[src/rtl/pipelined_64_bit_cla_subtractor.sv]
// Two-stage pipelined 64-bit subtractor: diff = a - b - bin, built as a + ~b + ~bin on
// 16-bit carry look-ahead slices made of 4-bit groups. Stage 1 resolves the low 32 bits
// and the carry into bit 32; stage 2 resolves the upper 32 bits and the flags.
// Valid/ready on both sides; in_ready is combinational from out_ready (no skid buffer).
//
// Optional build macro CLA_ADD_MODE_EN adds an `op` input captured with the operands;
// op=1 selects addition (diff = a + b + bin) and bout then reports the raw carry out.
//
// Only WIDTH=64 / LO_WIDTH=32 is supported: the slice functions are fixed at 32 bits.
module pipelined_64_bit_cla_subtractor #(
  parameter int unsigned WIDTH    = 64,
  parameter int unsigned LO_WIDTH = 32
) (
  input  logic             clk,
  input  logic             rst_n,
  input  logic             in_valid,
  output logic             in_ready,
  input  logic [WIDTH-1:0] a,
  input  logic [WIDTH-1:0] b,
  input  logic             bin,
`ifdef CLA_ADD_MODE_EN
  input  logic             op,
`endif
  output logic             out_valid,
  input  logic             out_ready,
  output logic [WIDTH-1:0] diff,
  output logic             bout,
  output logic             ovf,
  output logic             zero
);

  localparam int unsigned HI_WIDTH = WIDTH - LO_WIDTH;

  // Carries into each bit of a 4-bit group, given the group's carry in.
  function automatic logic [3:0] cla4_carry(input logic [3:0] p, input logic [3:0] g,
                                            input logic c0);
    logic [3:0] c;
    c[0] = c0;
    c[1] = g[0] | (p[0] & c0);
    c[2] = g[1] | (p[1] & g[0]) | (p[1] & p[0] & c0);
    c[3] = g[2] | (p[2] & g[1]) | (p[2] & p[1] & g[0]) | (p[2] & p[1] & p[0] & c0);
    return c;
  endfunction

  // Group generate/propagate of four bits (or four groups): {gen, prop}.
  function automatic logic [1:0] cla4_group(input logic [3:0] p, input logic [3:0] g);
    logic gg;
    logic gp;
    gp = &p;
    gg = g[3] | (p[3] & g[2]) | (p[3] & p[2] & g[1]) | (p[3] & p[2] & p[1] & g[0]);
    return {gg, gp};
  endfunction

  // 16-bit CLA slice: four 4-bit groups with a second look-ahead level across groups.
  // Returns {carry_out, sum[15:0]}.
  function automatic logic [16:0] cla16(input logic [15:0] x, input logic [15:0] y,
                                        input logic cin);
    logic [15:0] p;
    logic [15:0] g;
    logic [15:0] c;
    logic [3:0]  gp;
    logic [3:0]  gg;
    logic [3:0]  gc;
    logic [1:0]  blk;
    p = x ^ y;
    g = x & y;
    for (int k = 0; k < 4; k++) begin
      blk   = cla4_group(p[4*k +: 4], g[4*k +: 4]);
      gg[k] = blk[1];
      gp[k] = blk[0];
    end
    gc  = cla4_carry(gp, gg, cin);
    blk = cla4_group(gp, gg);
    for (int k = 0; k < 4; k++) begin
      c[4*k +: 4] = cla4_carry(p[4*k +: 4], g[4*k +: 4], gc[k]);
    end
    return {blk[1] | (blk[0] & cin), p ^ c};
  endfunction

  // 32-bit half built from two chained 16-bit slices. Returns {carry_out, sum[31:0]}.
  function automatic logic [32:0] cla32(input logic [31:0] x, input logic [31:0] y,
                                        input logic cin);
    logic [16:0] lo;
    logic [16:0] hi;
    lo = cla16(x[15:0], y[15:0], cin);
    hi = cla16(x[31:16], y[31:16], lo[16]);
    return {hi, lo[15:0]};
  endfunction

  // Handshake / pipeline state
  logic                r_s1_valid;
  logic [LO_WIDTH-1:0] r_s1_diff_lo;
  logic                r_s1_c32;
  logic [HI_WIDTH-1:0] r_s1_a_hi;
  logic [HI_WIDTH-1:0] r_s1_y_hi;   // ~b[63:32] when subtracting, b[63:32] when adding
  logic                r_s1_b63;
`ifdef CLA_ADD_MODE_EN
  logic                r_s1_op;
`endif

  logic                r_out_valid;
  logic [WIDTH-1:0]    r_diff;
  logic                r_bout;
  logic                r_ovf;
  logic                r_zero;

  logic                w_s1_advance;
  logic                w_s2_advance;
  logic [WIDTH-1:0]    w_y;
  logic                w_cin;
  logic [LO_WIDTH:0]   w_lo;
  logic [HI_WIDTH:0]   w_hi;
  logic [WIDTH-1:0]    w_diff_nxt;
  logic                w_bout_nxt;
  logic                w_ovf_nxt;
  logic                w_zero_nxt;
  logic                w_a63;

  // Stall control: each stage moves when its downstream slot is free or draining.
  always_comb begin
    w_s2_advance = ~r_out_valid | out_ready;
    w_s1_advance = ~r_s1_valid | w_s2_advance;
  end

  assign in_ready = w_s1_advance;

  // Stage 1 operand conditioning and low-half carry look-ahead.
  always_comb begin
    w_y   = ~b;
    w_cin = ~bin;
`ifdef CLA_ADD_MODE_EN
    if (op) begin
      w_y   = b;
      w_cin = bin;
    end
`endif
    w_lo = cla32(a[LO_WIDTH-1:0], w_y[LO_WIDTH-1:0], w_cin);
  end

  // Stage 1 register: low-half result, c32 and the raw upper operands.
  always_ff @(posedge clk or negedge rst_n) begin
    if (!rst_n) begin
      r_s1_valid   <= 1'b0;
      r_s1_diff_lo <= '0;
      r_s1_c32     <= 1'b0;
      r_s1_a_hi    <= '0;
      r_s1_y_hi    <= '0;
      r_s1_b63     <= 1'b0;
`ifdef CLA_ADD_MODE_EN
      r_s1_op      <= 1'b0;
`endif
    end else if (w_s1_advance) begin
      r_s1_valid <= in_valid;
      if (in_valid) begin
        r_s1_diff_lo <= w_lo[LO_WIDTH-1:0];
        r_s1_c32     <= w_lo[LO_WIDTH];
        r_s1_a_hi    <= a[WIDTH-1:LO_WIDTH];
        r_s1_y_hi    <= w_y[WIDTH-1:LO_WIDTH];
        r_s1_b63     <= b[WIDTH-1];
`ifdef CLA_ADD_MODE_EN
        r_s1_op      <= op;
`endif
      end
    end
  end

  // Stage 2 upper-half look-ahead and flag formation.
  always_comb begin
    w_hi       = cla32(r_s1_a_hi, r_s1_y_hi, r_s1_c32);
    w_diff_nxt = {w_hi[HI_WIDTH-1:0], r_s1_diff_lo};
    w_a63      = r_s1_a_hi[HI_WIDTH-1];
    w_bout_nxt = ~w_hi[HI_WIDTH];
    w_ovf_nxt  = (w_a63 != r_s1_b63) && (w_diff_nxt[WIDTH-1] != w_a63);
`ifdef CLA_ADD_MODE_EN
    if (r_s1_op) begin
      w_bout_nxt = w_hi[HI_WIDTH];
      w_ovf_nxt  = (w_a63 == r_s1_b63) && (w_diff_nxt[WIDTH-1] != w_a63);
    end
`endif
    w_zero_nxt = ~|w_diff_nxt;
  end

  // Stage 2 register: result and flags, held while the consumer stalls.
  always_ff @(posedge clk or negedge rst_n) begin
    if (!rst_n) begin
      r_out_valid <= 1'b0;
      r_diff      <= '0;
      r_bout      <= 1'b0;
      r_ovf       <= 1'b0;
      r_zero      <= 1'b0;
    end else if (w_s2_advance) begin
      r_out_valid <= r_s1_valid;
      if (r_s1_valid) begin
        r_diff <= w_diff_nxt;
        r_bout <= w_bout_nxt;
        r_ovf  <= w_ovf_nxt;
        r_zero <= w_zero_nxt;
      end
    end
  end

  assign out_valid = r_out_valid;
  assign diff      = r_diff;
  assign bout      = r_bout;
  assign ovf       = r_ovf;
  assign zero      = r_zero;

endmodule

[config.mk]
export PLATFORM = sky130hd
export DESIGN_NAME = pipelined_64_bit_cla_subtractor
export DESIGN_NICKNAME = d
export VERILOG_FILES = /design/src/rtl/pipelined_64_bit_cla_subtractor.sv
export SDC_FILE = /design/constraint.sdc
export NUM_CORES = 1
export LEC_CHECK = 0
export ABC_AREA = 1
export BUFFER_PORTS_ARGS = -buffer_cell sky130_fd_sc_hd__buf_2
export CORE_MARGIN = 5
export CORE_UTILIZATION = 55
export CTS_BUF_LIST = sky130_fd_sc_hd__clkbuf_8 sky130_fd_sc_hd__clkbuf_16
export CTS_CLUSTER_SIZE = 14
export DETAILED_ROUTE_END_ITERATION = 10
export PLACE_DENSITY = 0.8
export SETUP_SLACK_MARGIN = 0.2
export SYNTH_ARGS = -nofsm -noshare
export SYNTH_HDL_FRONTEND = slang
export SYNTH_SLANG_ARGS = --single-unit
[constraint.sdc]
create_clock -name clk -period 3.3 [get_ports clk]
set_input_delay 0.165 -clock clk [delete_from_list [all_inputs] [get_ports clk]]
set_output_delay 0.165 -clock clk [all_outputs]
set_load 0.005 [all_outputs]
# --- Word level (Yosys, flattened, before mapping) ---
# Cells that the tools add are included.
op_classes:
  eq_ne: 2
  bitwise: 487
  n_reduce_logical: 25
ops:
  columns: ["op", "count"]
  rows:
  - ["$and A1 B1 Y1", 284]
  - ["$or A1 B1 Y1", 186]
  - ["$xor A16 B16 Y16", 8]
  - ["$and A16 B16 Y16", 4]
  - ["$not A64 Y64", 1]
  - ["$reduce_and A16 Y1", 4]
  - ["$reduce_and A4 Y1", 16]
  - ["$reduce_or A64 Y1", 1]
  - ["$not A1 Y1", 4]
  - ["$reduce_and A2 Y1", 2]
  - ["$ne A1 B1 Y1", 2]
  - ["$logic_and A1 B1 Y1", 1]
  - ["$logic_not A1 Y1", 1]
totals:
  ff_bits: 167
  in_bits: 133
  out_inout_bits: 69

# --- Logic depth before layout (Yosys ltp) ---
depth:
  word_depth: 17
  depth_mapped: 26

# --- Worst setup path after synthesis ---
# OpenSTA, ideal clock, no wires.
synth_timing:
  path_kind: "register to register"
  startpoint: "register r_s1_a_hi[17]"
  endpoint: "register r_zero (netlist: zero)"
  setup_time_ns: 0.065
  t_arrival_ns: 2.950
  slack_ns: 0.285
  stages_incl_launch_ff: 23
  n_path_buf: 0
  path_cell_list: "dfrtp_1 ha_1 a21oi_2 o21ai_2 a21oi_2 nor2_1 nor2_1 nand2_4 fa_1 xor2_1 nor2_1 nand2_1 nor2_1 nand2_1 nor2_1 nand2_1 nor2_1 nand3_1 nor2_1 nand3_1 nor2_1 nand2_1 nand2_1"
synth_between:
  elab_chain_len: 12
  elab_cells_between_ends: 54
synth_rtl:
  columns: ["element", "line_no", "source"]
  rows:
  - ["start, declared", "94", "logic [HI_WIDTH-1:0] r_s1_a_hi;"]
  - ["start signal, assigned", "157", "r_s1_a_hi <= a[WIDTH-1:LO_WIDTH];"]
  - ["$and A16 B16 Y16 / $xor A16 B16 Y16 (equally long branches)", "66, 65", null]
  - ["$and A1 B1 Y1", "50", "gg = g[3] | (p[3] & g[2]) | (p[3] & p[2] & g[1]) | (p[3] & p[2] & p[1] & g[0]);"]
  - ["$or A1 B1 Y1 / $and A1 B1 Y1 (equally long branches)", "50", null]
  - ["$or A1 B1 Y1", "50", null]
  - ["$and A1 B1 Y1 (on tied branches)", "40, 41", null]
  - ["$or A1 B1 Y1 (on tied branches) (2 in a row)", "40, 41", null]
  - ["$and A1 B1 Y1 (on tied branches)", "39, 40, 41", null]
  - ["$or A1 B1 Y1 (on tied branches)", "39, 40, 41", null]
  - ["$xor A16 B16 Y16 *", "77", "return {blk[1] | (blk[0] & cin), p ^ c};"]
  - ["$reduce_or A64 Y1 *", "180", "w_zero_nxt = ~|w_diff_nxt;"]
  - ["$logic_not A1 Y1 *", "180", null]
  - ["end signal, assigned", "197", "r_zero <= w_zero_nxt;"]
  - ["end, declared", "105", "logic r_zero;"]
# Every way passes the cells marked *; elsewhere a longest branch is shown, timed or not.
# A chain may end at the register's enable or synchronous reset.

# --- Final worst setup path ---
layout_timing:
  startpoint: "register r_s1_a_hi[15]"
  endpoint: "register r_zero (netlist: zero)"
layout_between:
  elab_chain_len: 16
  elab_cells_between_ends: 56
layout_rtl:
  columns: ["element", "line_no", "source"]
  rows:
  - ["$xor A16 B16 Y16", "65", "p = x ^ y;"]
  - ["$and A1 B1 Y1", "50", null]
  - ["$or A1 B1 Y1 / $and A1 B1 Y1 (equally long branches) (2 in a row)", "50", null]
  - ["$or A1 B1 Y1 (4 in a row)", "50", null]
  - ["$or A1 B1 Y1", "77", null]
  - ["$and A1 B1 Y1 (on tied branches)", "39, 40, 41", null]
  - ["$or A1 B1 Y1 (on tied branches)", "39, 40, 41", null]
  - ["$and A1 B1 Y1 (on tied branches)", "39, 40, 41", null]
  - ["$or A1 B1 Y1 (on tied branches)", "39, 40, 41", null]
  - ["$xor A16 B16 Y16", "77", null]
  - ["$reduce_or A64 Y1 *", "180", null]
  - ["$logic_not A1 Y1 *", "180", null]
# Marks and branches as above.

==> qor.csv <==
metric;value;unit
numCtsBuffers;17;
min_from;out_ready;
synthTopCellsByArea;dfrtp_1 (44%), nand2_1 (16%), ha_1 (8.4%), o21ai_0 (5.4%), inv_1 (5.3%);
drv_slew;0;
vdd_drop_max;327;µV
required;3670;ps
yosys.area.top_type;dfrtp_1;
dp_slack;-48.9;ps
grt_usage;0.257;
fmax;312;MHz
design_area;0.0123;mm²
cts_num_sinks;167;
syn-instance-count;1182;
p_per_area;623;mW/mm²
post-route-util;0.717;
seq_area;0.00418;mm²
drt-total-wl;25.4;mm
insertedDiodeCount;0;
clk_latency;430;ps
numPortBuffers;201;
yosys_register_bits;167;
reg2reg_from;r_s1_a_hi[15]$_DFFE_PN0P_;
synth.most_common_cell;nand2_1;
rows;48;
synth_top_area_share;0.441;
initial_core_util;0.554;
fin_ws;90.2;ps
holdCritPathClass;in -> reg;
placed_area;0.0108;mm²
drive_gt1_frac;0.220;
synth_nets;1395;
syn_to_final_growth;29.5;%
clkPwrFrac;0.258;
fin_crit_sh;0.973;
vias;8777;
path_class;reg -> reg;
ioPinCount;202;
grt_remaining_overflow;0;
relSlewSlack;0.231;
core_area;0.0171;mm²
yosysWarnings;0;
antenna_left;0;
fill_cells;1288;
viasPerCell;5.19;
post-route-drc-count;0;
post_drt_wl_per_cell;15.0;µm
fp.dieH;141;µm
pwr-share-comb;0.351;
die_area;0.0200;mm²
outcome;finished, final reports clean;
cts_tree;done;
cp_max_fo;5;
end_kind;flop;
drtIter0Drc;458;
synth_seq_area_share;0.441;
grt_start_max_net_pins;82;
worst-path-buf-inv;1;
path_delay_family;simple AND/OR/NAND/NOR gates;
sw_frac_of_total;0.357;
p_leak;6.63;nW
antenna_found_initial;3;
gp_congestion;0.938;
first_pass_iters;6;
cts-root-buf;clkbuf_16;
internal_power;4.92;mW
cpPeakStageDelay;400;ps
fin_nets;1667;
arrival;3580;ps
worst_pin_slew;1150;ps
hold_viol_final;0;
fin_crit;3210;ps
grt_pass1_wl;41.6;mm
finalSetupViolCount;0;
synthFlopType;dfrtp_1;
synth_cell_types;41;
start_kind;flop;
synth_area;0.00948;mm²
ys_top_cells_by_count;nand2_1 (404), dfrtp_1 (167), inv_1 (134), o21ai_0 (102), ha_1 (64);
crit_start;r_s1_a_hi[15]$_DFFE_PN0P_;
die_x;141;µm
p_sw;2.73;mW
seq_power_share;0.391;
whs;98.6;ps
avgSynthCellArea;8.02;µm²
p_total;7.65;mW
multi_input_area;0.00489;mm²
skew;7.20;ps
maxCapViolations;0;
path_clk_slew;60;ps
cts_htree_levels;4;
rsz0062_at_grt;yes;
grt_pass1_vias;8763;
hpwlAfterDp;17.4;mm
synth_edf_count;0;
slowest_stage;dfrtp_1;
clockBufferDepth;2;
synthArstFlopShare;1.00;
cp_cell_sequence;ha_1 > nand2_1 > inv_1 > nand3_1 > nand3_1 > nor2_2 > nand2_4 > nand2_4 > nand2_4 > fa_1 > xor2_1 > nor2_1 > nand2_1 > nor2_1 > nand2_1 > nor2_1 > nand2_1 > nor2_1 > nand3_1 > nor2_1 > nand3_1 > nor2_1 > nand2_1 > nand2_1;
-- layer usage --
layer | track usage | up-vias | part of all wire
met3 | 0.0586 | 55 | 0.075
li1 | - | 4322 | -
met5 | 0 | - | 0.0010
met4 | 0.0918 | 6 | 0.025
met2 | 0.434 | 316 | 0.49
met1 | 0.325 | 4078 | 0.41
-- cell usage in the layout (no fill, tap or decap), types with 3 or more instances in the layout --
cell type and instances:
nand2_1 399, buf_2 200, dfrtp_1 167, inv_1 136, o21ai_0 102, dlygate4sd3_1 65, ha_1 52, nand3_1 51
nor2_1 48, a21oi_1 34, buf_4 22, xor2_1 18, clkbuf_16 17, nand2_2 13, fa_1 13, nor2_2 12
nand4_1 12, ha_4 11, nor3_1 10, nand2_4 9, a31oi_1 8, a21oi_2 5, nand3_2 5, nand3b_1 5
o21bai_1 4, clkbuf_8 4, a21o_1 3, o21ai_1 3, or2_1 3, xnor2_1 3, fa_2 3, clkinvlp_4 3
-- path summary, 6_finish.rpt --
path	depth (start not counted)	slack, ps	endpoint
setup / recovery	24	90	zero$_DFFE_PN0P_
hold / removal	4	100	out_valid$_DFFE_PN0P_
setup reg to reg	24	90	zero$_DFFE_PN0P_
hold reg to reg	2	470	diff[31]$_DFFE_PN0P_
max in group asynchronous	3	1980	r_s1_a_hi[24]$_DFFE_PN0P_
min in group asynchronous	2	280	diff[43]$_DFFE_PN0P_
-- stage by stage --
stage	cells	TNS, ps
global placement	1586	0
floorplan	1182	0
global route	1692	-103
finish	1692	0
detailed placement	1586	-48.9
CTS	1689	0
-- final cells by class --
type | instances | area share
inverters | 134 | 0.0410
multi-input cells | 846 | 0.399
flip-flops and latches | 167 | 0.341
repair buffers | 288 | 0.149
clock buffers | 21 | 0.0392
clock inverters | 11 | 0.00877
well taps | 225 | 0.0229
-- registers in the layout (all words and copies together) (netlist names) --
signal        flops
bout              1
diff             64
out_valid         1
ovf               1
r_s1_a_hi        32
r_s1_b63          1
r_s1_c32          1
r_s1_diff_lo     32
r_s1_valid        1
r_s1_y_hi        32
zero              1
-- worst register-to-register path: cells and delay by family (launching register included) --
| kind | cells | cell delay, ps |
|---|---|---|
| AND/OR/NAND/NOR | 20 | 1810 |
| adder cells (fa/ha/maj) | 2 | 720 |
| flip-flops | 1 | 400 |
| XOR/XNOR | 1 | 180 |
| buffers and inverters | 1 | 70 |
-- logic make-up after synthesis --
group	count (synthesis)	synth area share
buffers and inverters	169	0.0671
AND/OR/NAND/NOR	579	0.260
flip-flops	167	0.441
adder cells (fa/ha/maj)	80	0.118
XOR/XNOR	21	0.0194
AO/OA/AOI/OAI	166	0.0940
-- timing repair --
action	CTS	global route
hold buffers	65	0
endpoints found under the setup margin	1	1
setup buffers	6	3
pin swaps	16	7
endpoints found under the hold margin	127	0
gates resized for setup	18	20
-- power by group through the flow --
stage / Sequential, mW / Combinational [mW] / Clock (mW)
2_1_floorplan: 2.95 / 1.46 / 0
3_3_place_gp: 2.98 / 2.36 / 0
3_5_place_dp: 2.99 / 2.44 / 0
4_1_cts: 2.97 / 2.60 / 1.99
5_1_grt: 3.05 / 3.03 / 2.08
6_report: 2.99 / 2.68 / 1.97
(Power assumes the default switching activity.)
